### src/rtl/pc_pkg.sv
// Shared defaults and the next-PC source encoding for the program counter unit.
package pc_pkg;

  localparam int          DEF_ADDR_W    = 32;
  localparam logic [31:0] DEF_RESET_VEC = 32'h0000_0000;
  localparam logic [31:0] DEF_EXC_VEC   = 32'h0000_0080;
  localparam int          DEF_INC       = 4;
  localparam int          DEF_RAS_DEPTH = 4;

  typedef enum logic [2:0] {
    SRC_RST,
    SRC_EXC,
    SRC_HOLD,
    SRC_REDIR,
    SRC_PEND,
    SRC_RET,
    SRC_SEQ
  } pc_src_e;

endpackage

### src/rtl/pc_unit_if.sv
// Fetch-control bundle between the pipeline (master) and the PC unit (slave).
interface pc_unit_if
  import pc_pkg::*;
#(
  parameter int ADDR_W    = DEF_ADDR_W,
  parameter int RAS_DEPTH = DEF_RAS_DEPTH
);

  logic                           stall_i;
  logic                           keep_i;
  logic                           redir_valid_i;
  logic [ADDR_W-1:0]              redir_pc_i;
  logic                           exc_i;
  logic                           call_i;
  logic                           ret_i;
  logic [ADDR_W-1:0]              pc_o;
  logic                           pend_o;
  logic                           misalign_o;
  logic                           ras_underflow_o;
  logic [$clog2(RAS_DEPTH):0]     ras_cnt_o;

  modport master (
    output stall_i, keep_i, redir_valid_i, redir_pc_i, exc_i, call_i, ret_i,
    input  pc_o, pend_o, misalign_o, ras_underflow_o, ras_cnt_o
  );

  modport slave (
    input  stall_i, keep_i, redir_valid_i, redir_pc_i, exc_i, call_i, ret_i,
    output pc_o, pend_o, misalign_o, ras_underflow_o, ras_cnt_o
  );

endinterface

### src/rtl/pc_ras.sv
// Circular return-address stack; a push when full overwrites the oldest entry.
module pc_ras
  import pc_pkg::*;
#(
  parameter int W     = DEF_ADDR_W,
  parameter int DEPTH = DEF_RAS_DEPTH
) (
  input  logic                      clk_i,
  input  logic                      rst_i,
  input  logic                      push,
  input  logic                      pop,
  input  logic                      flush,
  input  logic [W-1:0]              push_data,
  output logic [W-1:0]              top,
  output logic [$clog2(DEPTH):0]    cnt,
  output logic                      empty,
  output logic                      full
);

  localparam int PTR_W = $clog2(DEPTH);
  localparam int CNT_W = PTR_W + 1;

  logic [PTR_W-1:0] ptr_reg, ptr_next;
  logic [CNT_W-1:0] cnt_reg, cnt_next;
  logic [PTR_W-1:0] top_idx;
  logic [PTR_W-1:0] wr_idx;
  logic             wr_en;
  logic [W-1:0]     mem [DEPTH];

  assign top_idx = ptr_reg - PTR_W'(1);
  assign empty   = (cnt_reg == '0);
  assign full    = (cnt_reg == CNT_W'(DEPTH));
  assign cnt     = cnt_reg;
  assign top     = mem[top_idx];

  always_comb begin
    ptr_next = ptr_reg;
    cnt_next = cnt_reg;
    wr_idx   = ptr_reg;
    wr_en    = 1'b0;
    if (flush) begin
      ptr_next = '0;
      cnt_next = '0;
    end else if (push && pop && !empty) begin
      // call+return in one fetch: replace the top in place
      wr_idx = top_idx;
      wr_en  = 1'b1;
    end else if (push) begin
      wr_en    = 1'b1;
      ptr_next = ptr_reg + PTR_W'(1);
      cnt_next = full ? cnt_reg : cnt_reg + CNT_W'(1);
    end else if (pop && !empty) begin
      ptr_next = top_idx;
      cnt_next = cnt_reg - CNT_W'(1);
    end
  end

  always_ff @(negedge clk_i) begin
    if (rst_i) begin
      ptr_reg <= '0;
      cnt_reg <= '0;
    end else begin
      ptr_reg <= ptr_next;
      cnt_reg <= cnt_next;
    end
  end

  for (genvar gi = 0; gi < DEPTH; gi++) begin : g_entry
    logic [W-1:0] entry_reg;
    always_ff @(negedge clk_i) begin
      if (wr_en && (wr_idx == PTR_W'(gi))) begin
        entry_reg <= push_data;
      end
    end
    assign mem[gi] = entry_reg;
  end

endmodule

### src/rtl/pc_unit.sv
// Program counter with buffered redirects, exception vectoring and a return-address stack.
module pc_unit
  import pc_pkg::*;
#(
  parameter int                ADDR_W    = DEF_ADDR_W,
  parameter logic [ADDR_W-1:0] RESET_VEC = ADDR_W'(DEF_RESET_VEC),
  parameter logic [ADDR_W-1:0] EXC_VEC   = ADDR_W'(DEF_EXC_VEC),
  parameter int                INC       = DEF_INC,
  parameter int                RAS_DEPTH = DEF_RAS_DEPTH
) (
  input logic      clk_i,
  input logic      rst_i,
  pc_unit_if.slave bus
);

  localparam logic [ADDR_W-1:0] ALIGN_MASK = ADDR_W'(INC - 1);

  pc_src_e           src;
  logic [ADDR_W-1:0] pc_reg, pc_next;
  logic              pend_reg, pend_next;
  logic [ADDR_W-1:0] pend_tgt_reg, pend_tgt_next;
  logic              misalign_reg, misalign_next;
  logic              underflow_reg, underflow_next;
  logic [ADDR_W-1:0] link_pc;
  logic [ADDR_W-1:0] redir_tgt;
  logic              redir_bad;
  logic              ras_push, ras_pop, ras_flush;
  logic [ADDR_W-1:0] ras_top;
  logic [$clog2(RAS_DEPTH):0] ras_cnt;
  logic              ras_empty, ras_full;

  assign link_pc   = pc_reg + ADDR_W'(INC);
  assign redir_tgt = bus.redir_valid_i ? bus.redir_pc_i : pend_tgt_reg;
  assign redir_bad = (redir_tgt & ALIGN_MASK) != '0;

  always_comb begin
    if (rst_i)                            src = SRC_RST;
    else if (bus.exc_i)                   src = SRC_EXC;
    else if (bus.stall_i || bus.keep_i)   src = SRC_HOLD;
    else if (bus.redir_valid_i)           src = SRC_REDIR;
    else if (pend_reg)                    src = SRC_PEND;
    else if (bus.ret_i)                   src = SRC_RET;
    else                                  src = SRC_SEQ;
  end

  always_comb begin
    pc_next        = pc_reg;
    pend_next      = pend_reg;
    pend_tgt_next  = pend_tgt_reg;
    misalign_next  = 1'b0;
    underflow_next = 1'b0;
    ras_pop        = 1'b0;
    ras_flush      = 1'b0;
    case (src)
      SRC_RST: begin
        pc_next       = RESET_VEC;
        pend_next     = 1'b0;
        pend_tgt_next = '0;
        ras_flush     = 1'b1;
      end
      SRC_EXC: begin
        pc_next   = EXC_VEC;
        pend_next = 1'b0;
        ras_flush = 1'b1;
      end
      SRC_HOLD: begin
        if (bus.redir_valid_i) begin
          pend_next     = 1'b1;
          pend_tgt_next = bus.redir_pc_i;
        end
      end
      SRC_REDIR, SRC_PEND: begin
        pend_next     = 1'b0;
        pc_next       = redir_bad ? EXC_VEC : redir_tgt;
        misalign_next = redir_bad;
      end
      SRC_RET: begin
        if (ras_empty) begin
          pc_next        = link_pc;
          underflow_next = 1'b1;
        end else begin
          pc_next = ras_top;
          ras_pop = 1'b1;
        end
      end
      default: pc_next = link_pc;
    endcase
  end

  // the link address is pushed whenever the fetch advances, whatever wins the mux
  assign ras_push = bus.call_i && (src inside {SRC_REDIR, SRC_PEND, SRC_RET, SRC_SEQ});

  always_ff @(negedge clk_i) begin
    if (rst_i) begin
      pc_reg        <= RESET_VEC;
      pend_reg      <= 1'b0;
      pend_tgt_reg  <= '0;
      misalign_reg  <= 1'b0;
      underflow_reg <= 1'b0;
    end else begin
      pc_reg        <= pc_next;
      pend_reg      <= pend_next;
      pend_tgt_reg  <= pend_tgt_next;
      misalign_reg  <= misalign_next;
      underflow_reg <= underflow_next;
    end
  end

  pc_ras #(.W(ADDR_W), .DEPTH(RAS_DEPTH)) u_ras (
    .clk_i     (clk_i),
    .rst_i     (rst_i),
    .push      (ras_push),
    .pop       (ras_pop),
    .flush     (ras_flush),
    .push_data (link_pc),
    .top       (ras_top),
    .cnt       (ras_cnt),
    .empty     (ras_empty),
    .full      (ras_full)
  );

  a_ras_sane: assert property (@(negedge clk_i) disable iff (rst_i) !(ras_full && ras_empty));

  assign bus.pc_o            = pc_reg;
  assign bus.pend_o          = pend_reg;
  assign bus.misalign_o      = misalign_reg;
  assign bus.ras_underflow_o = underflow_reg;
  assign bus.ras_cnt_o       = ras_cnt;

endmodule
### src/flat_wrapper.sv
// flat-port wrapper written by rule: the top's interface ports become plain ports
module pc_unit_flat import pc_pkg::*;
#(
  parameter int                ADDR_W    = DEF_ADDR_W,
  parameter logic [ADDR_W-1:0] RESET_VEC = ADDR_W'(DEF_RESET_VEC),
  parameter logic [ADDR_W-1:0] EXC_VEC   = ADDR_W'(DEF_EXC_VEC),
  parameter int                INC       = DEF_INC,
  parameter int                RAS_DEPTH = DEF_RAS_DEPTH
)
  (clk_i, rst_i, bus_stall_i, bus_keep_i, bus_redir_valid_i, bus_redir_pc_i, bus_exc_i, bus_call_i, bus_ret_i, bus_pc_o, bus_pend_o, bus_misalign_o, bus_ras_underflow_o, bus_ras_cnt_o);
  pc_unit_if #(.ADDR_W(ADDR_W), .RAS_DEPTH(RAS_DEPTH)) bus_i ();
  input logic clk_i;
  input logic rst_i;
  input wire logic [$bits(bus_i.stall_i)-1:0] bus_stall_i;
  input wire logic [$bits(bus_i.keep_i)-1:0] bus_keep_i;
  input wire logic [$bits(bus_i.redir_valid_i)-1:0] bus_redir_valid_i;
  input wire logic [$bits(bus_i.redir_pc_i)-1:0] bus_redir_pc_i;
  input wire logic [$bits(bus_i.exc_i)-1:0] bus_exc_i;
  input wire logic [$bits(bus_i.call_i)-1:0] bus_call_i;
  input wire logic [$bits(bus_i.ret_i)-1:0] bus_ret_i;
  output wire logic [$bits(bus_i.pc_o)-1:0] bus_pc_o;
  output wire logic [$bits(bus_i.pend_o)-1:0] bus_pend_o;
  output wire logic [$bits(bus_i.misalign_o)-1:0] bus_misalign_o;
  output wire logic [$bits(bus_i.ras_underflow_o)-1:0] bus_ras_underflow_o;
  output wire logic [$bits(bus_i.ras_cnt_o)-1:0] bus_ras_cnt_o;
  assign bus_i.stall_i = bus_stall_i;
  assign bus_i.keep_i = bus_keep_i;
  assign bus_i.redir_valid_i = bus_redir_valid_i;
  assign bus_i.redir_pc_i = bus_redir_pc_i;
  assign bus_i.exc_i = bus_exc_i;
  assign bus_i.call_i = bus_call_i;
  assign bus_i.ret_i = bus_ret_i;
  assign bus_pc_o = bus_i.pc_o;
  assign bus_pend_o = bus_i.pend_o;
  assign bus_misalign_o = bus_i.misalign_o;
  assign bus_ras_underflow_o = bus_i.ras_underflow_o;
  assign bus_ras_cnt_o = bus_i.ras_cnt_o;
  pc_unit #(.ADDR_W(ADDR_W), .RESET_VEC(RESET_VEC), .EXC_VEC(EXC_VEC), .INC(INC), .RAS_DEPTH(RAS_DEPTH)) u_core (.clk_i(clk_i), .rst_i(rst_i), .bus(bus_i));
endmodule
### config.mk
export PLATFORM = sky130hd
export DESIGN_NAME = pc_unit_flat
export DESIGN_NICKNAME = d
export VERILOG_FILES = /design/src/rtl/pc_pkg.sv /design/src/rtl/pc_unit_if.sv /design/src/rtl/pc_ras.sv /design/src/rtl/pc_unit.sv /design/src/flat_wrapper.sv
export SDC_FILE = /design/constraint.sdc
export NUM_CORES = 1
export LEC_CHECK = 0
export CAP_MARGIN = 20
export CORE_MARGIN = 1
export CORE_UTILIZATION = 45
export CTS_CLUSTER_SIZE = 40
export DETAILED_ROUTE_END_ITERATION = 16
export PLACE_DENSITY = 0.62
export SKIP_CTS_REPAIR_TIMING = 1
export SLEW_MARGIN = 20
export SYNTH_ARGS = -nofsm -noshare
export SYNTH_HDL_FRONTEND = slang
export SYNTH_SLANG_ARGS = --single-unit
### constraint.sdc
create_clock -name clk_i -period 6 [get_ports clk_i]
set_clock_uncertainty 0.15 [all_clocks]
set_input_delay 1.2 -clock clk_i [delete_from_list [all_inputs] [get_ports clk_i]]
set_output_delay 1.2 -clock clk_i [all_outputs]
set_load 0.03 [all_outputs]
==> metrics.txt <==
HP Start=u_core.pend_tgt_reg[20]$_SDFFE_NP0P_; Vias=7435; simple-gate area share of the yosys netlist=0.130; first-pass GRT wire length=39.2 mm; largest net degree at the start of global routing=51; synth warn=0; Slew @ Worst Pin=~1.1 ns; Cell variety after synth=between 60 and 70; grt ovf=0; Layout area overhead=38.5%; failing checks=negative setup slack; reg2reg start=u_core.bus.pc_o[2]$_SDFFE_NP0P_; DR iter-0 viols=roughly 660; Leak Pwr=5.53 nW; DRC=0; synthesized cell area=8930 um2; H-tree levels=4; n_diodes=0; outcome=finished with violations; # IOs=78; final hold violation count=0; kind of critical path=in -> reg; core area=19500 um2; post-route cell area=12400 um2; Tightest Hold Check Type=reg -> reg; max reg flops=128; antenna violations before repair=0; Compound-Gate Fraction of Synth Area=0.102; Multi-input gate area=3520 um2; Post-Synth XOR/XNOR Area=0.0275; worst hold endpoint=u_core.pend_tgt_reg[20]$_SDFFE_NP0P_; number of global-route vias before repair=7790; FFs w/ async S/R, synth=0; # nets final=1080; Req. time, crit path=~3.0 ns; Die H=143 um; Main synth FF type=edfxtp_1; Critical Path AT=around 3.3 ns; FF-to-FF setup slack=approximately 2.7 ns; clk buf depth=2; worst reg2reg path endpoint=u_core.u_ras.g_entry[3].entry_reg[26]$_DFFE_NP_; CTS clock-pin slew for the worst setup and hold paths=0.03 ns; layout cell share with drive strength beyond 1=0.171; wire per inst=approximately 20 um; CTS Buf Count=17; number of register bits inferred by synthesis=200; DRT Pass-1 Iters=8; Die Area=20400 um2; Peak VDD IR=215 uV; Clock Root Buffer=clkbuf_16; synthesized area per cell=around 13 um2; crit start category=primary input; Cells after Synth=710; register area=roughly 5300 um2; proportion of synthesized area in mux cells=0.119; Final setup viols=128; initial core utilization=0.459; Layout fillers=around 1600; total wire length=25.9 mm; hold depth=2; largest family of logic cells by synthesized area=simple AND/OR/NAND/NOR gates; final worst-path setup slack=-0.320 ns; Worst Reg-to-Reg Cells=6; Routed Antenna Nets=0; gpl congestion=0.826; total clock sinks=200; Worst slew margin=0.237; count of buffers from port buffering=77; Area after DPL=10600 um2; dpl hpwl=16.3 mm; clk_lat worst skew=0.48 ns; syn nets=752; Max Cap Viol=0; Total Routing Usage GR=0.260; PD cells=just under 300 nW/um2; sequential-to-total area share from yosys stat=0.592; TritonCTS clock tree=built; RSZ-0062 raised after global routing=true; Vias/cell=5.66; Max Slew Vio Count=0; row count=51; CP max FO=6; Adder-Cell Fraction of Synth Area=0.00364; DP Worst Slack=-1.09 ns; Die X=around 140 um; Crit. End Element=register; Post-synth EDFFs=128
-- layout make-up --
class	instances	area share
sequential	200	0.427
multi-input combinational	453	0.284
timing repair buffer	156	0.144
clock inverter	213	0.0802
clock buffer	17	0.0344
tap	265	0.0268
inverter	10	0.00304
-- layout by cell type, fill, tap and decap left out, types with 4 or more instances in the layout --
cell type,instances
inv_1,211
edfxtp_1,128
dfxtp_1,71
nand2_1,56
o21ai_0,50
buf_4,50
clkdlybuf4s50_1,46
nor2_1,38
nand2b_1,33
mux4_2,32
dlymetal6s2s_1,27
mux2i_1,23
clkbuf_16,23
a21oi_1,18
xnor2_1,18
buf_12,18
nand3_1,17
nor3_1,14
nand4_1,11
a211oi_1,10
mux2_2,10
nor4_1,9
xor2_1,9
a222oi_1,9
and4_1,8
a221oi_1,6
bufinv_16,6
and2_1,5
a22o_1,4
a31oi_1,4
and3_1,4
or3_1,4
-- worst max-delay path by stage --
stage	slack [ns]	end	cells after the start	from
after floorplan	-0.88	u_core.u_ras.g_entry[1].entry_reg[0]$_DFFE_NP_	5	rst_i
after global placement	-1.05	u_core.u_ras.g_entry[0].entry_reg[10]$_DFFE_NP_	7	rst_i
after detailed placement	-1.09	u_core.u_ras.g_entry[0].entry_reg[12]$_DFFE_NP_	7	rst_i
after CTS	-0.61	u_core.u_ras.g_entry[0].entry_reg[10]$_DFFE_NP_	7	rst_i
after global routing	-0.34	u_core.u_ras.g_entry[0].entry_reg[27]$_DFFE_NP_	8	rst_i
final	-0.32	u_core.u_ras.g_entry[0].entry_reg[29]$_DFFE_NP_	8	rst_i
-- cell families after synthesis --
group | after synthesis
adders and majority gates | 2
muxes | 65
xor gates and xnor gates | 28
AOI/OAI and AO/OA | 136
buffers and inverters | 57
DFF | 200
and+or+nand+nor | 222
-- power by group --
part           internal (W)  switching, W  total, W
clock              0.000964      0.000886   0.00185
combinational      0.000106      0.000122  0.000228
sequential          0.00149     0.0000212   0.00151
-- synthesized netlist by cell type (2+ instances only) --
cell         n  area (um2)
edfxtp_1   128        3840
dfxtp_1     72        1440
nand2_1     57         214
o21ai_0     50         250
nor2_1      42         158
nand2b_1    33         206
mux4_2      32         721
clkbuf_1    30         113
mux2i_1     23         230
a21oi_1     21         105
xnor2_1     19         166
nand3_1     17        85.1
nor3_1      14        70.1
buf_2       11        55.1
inv_1       11        41.3
nand4_1     11        68.8
a211oi_1    10        75.1
mux2_2      10         113
nor4_1      10        62.6
a222oi_1     9        90.1
xor2_1       9        78.8
and4_1       8        70.1
a221oi_1     6        52.6
and2_1       6        37.5
or3_1        6        37.5
a22o_1       4        35.0
a31oi_1      4        25.0
and3_1       4        25.0
a211o_1      3        26.3
a21o_1       3        22.5
buf_1        3        11.3
nor4b_1      3        26.3
o2bb2ai_1    3        26.3
or2_2        3        18.8
a2bb2oi_1    2        17.5
buf_4        2        15.0
nor2b_1      2        12.5
o21a_1       2        15.0
o221ai_1     2        17.5
-- metrics by stage --
step / cells / util / hold slack (ns) / power (W) / setup TNS (ns)
global route: 1314 / 0.635 / 0.341 / 0.00381 / -32.53
global placement: 1072 / 0.545 / 0.305 / 0.00195 / -160.16
floorplan: 710 / - / 0.295 / 0.00184 / -111.74
finish: 1314 / 0.635 / 0.320 / 0.00359 / -29.80
CTS: 1301 / 0.618 / 0.322 / 0.00364 / -74.97
detailed placement: 1072 / 0.545 / 0.315 / 0.00195 / -165.80
-- worst max-delay path: stages --
cell	delay, ns
buf_6	0.09
or4_4	0.53
or4_4	0.61
xnor2_2	0.17
or2_4	0.31
nor2_4	0.11
buf_12	0.16
clkbuf_16	0.16
-- layer usage --
metal	wire (um)	track usage
met1	10300	0.308
met2	12900	0.426
met3	2210	0.0845
met4	461	0.127
met5	0	0
No activity file was read; power rests on OpenSTA's default activity.
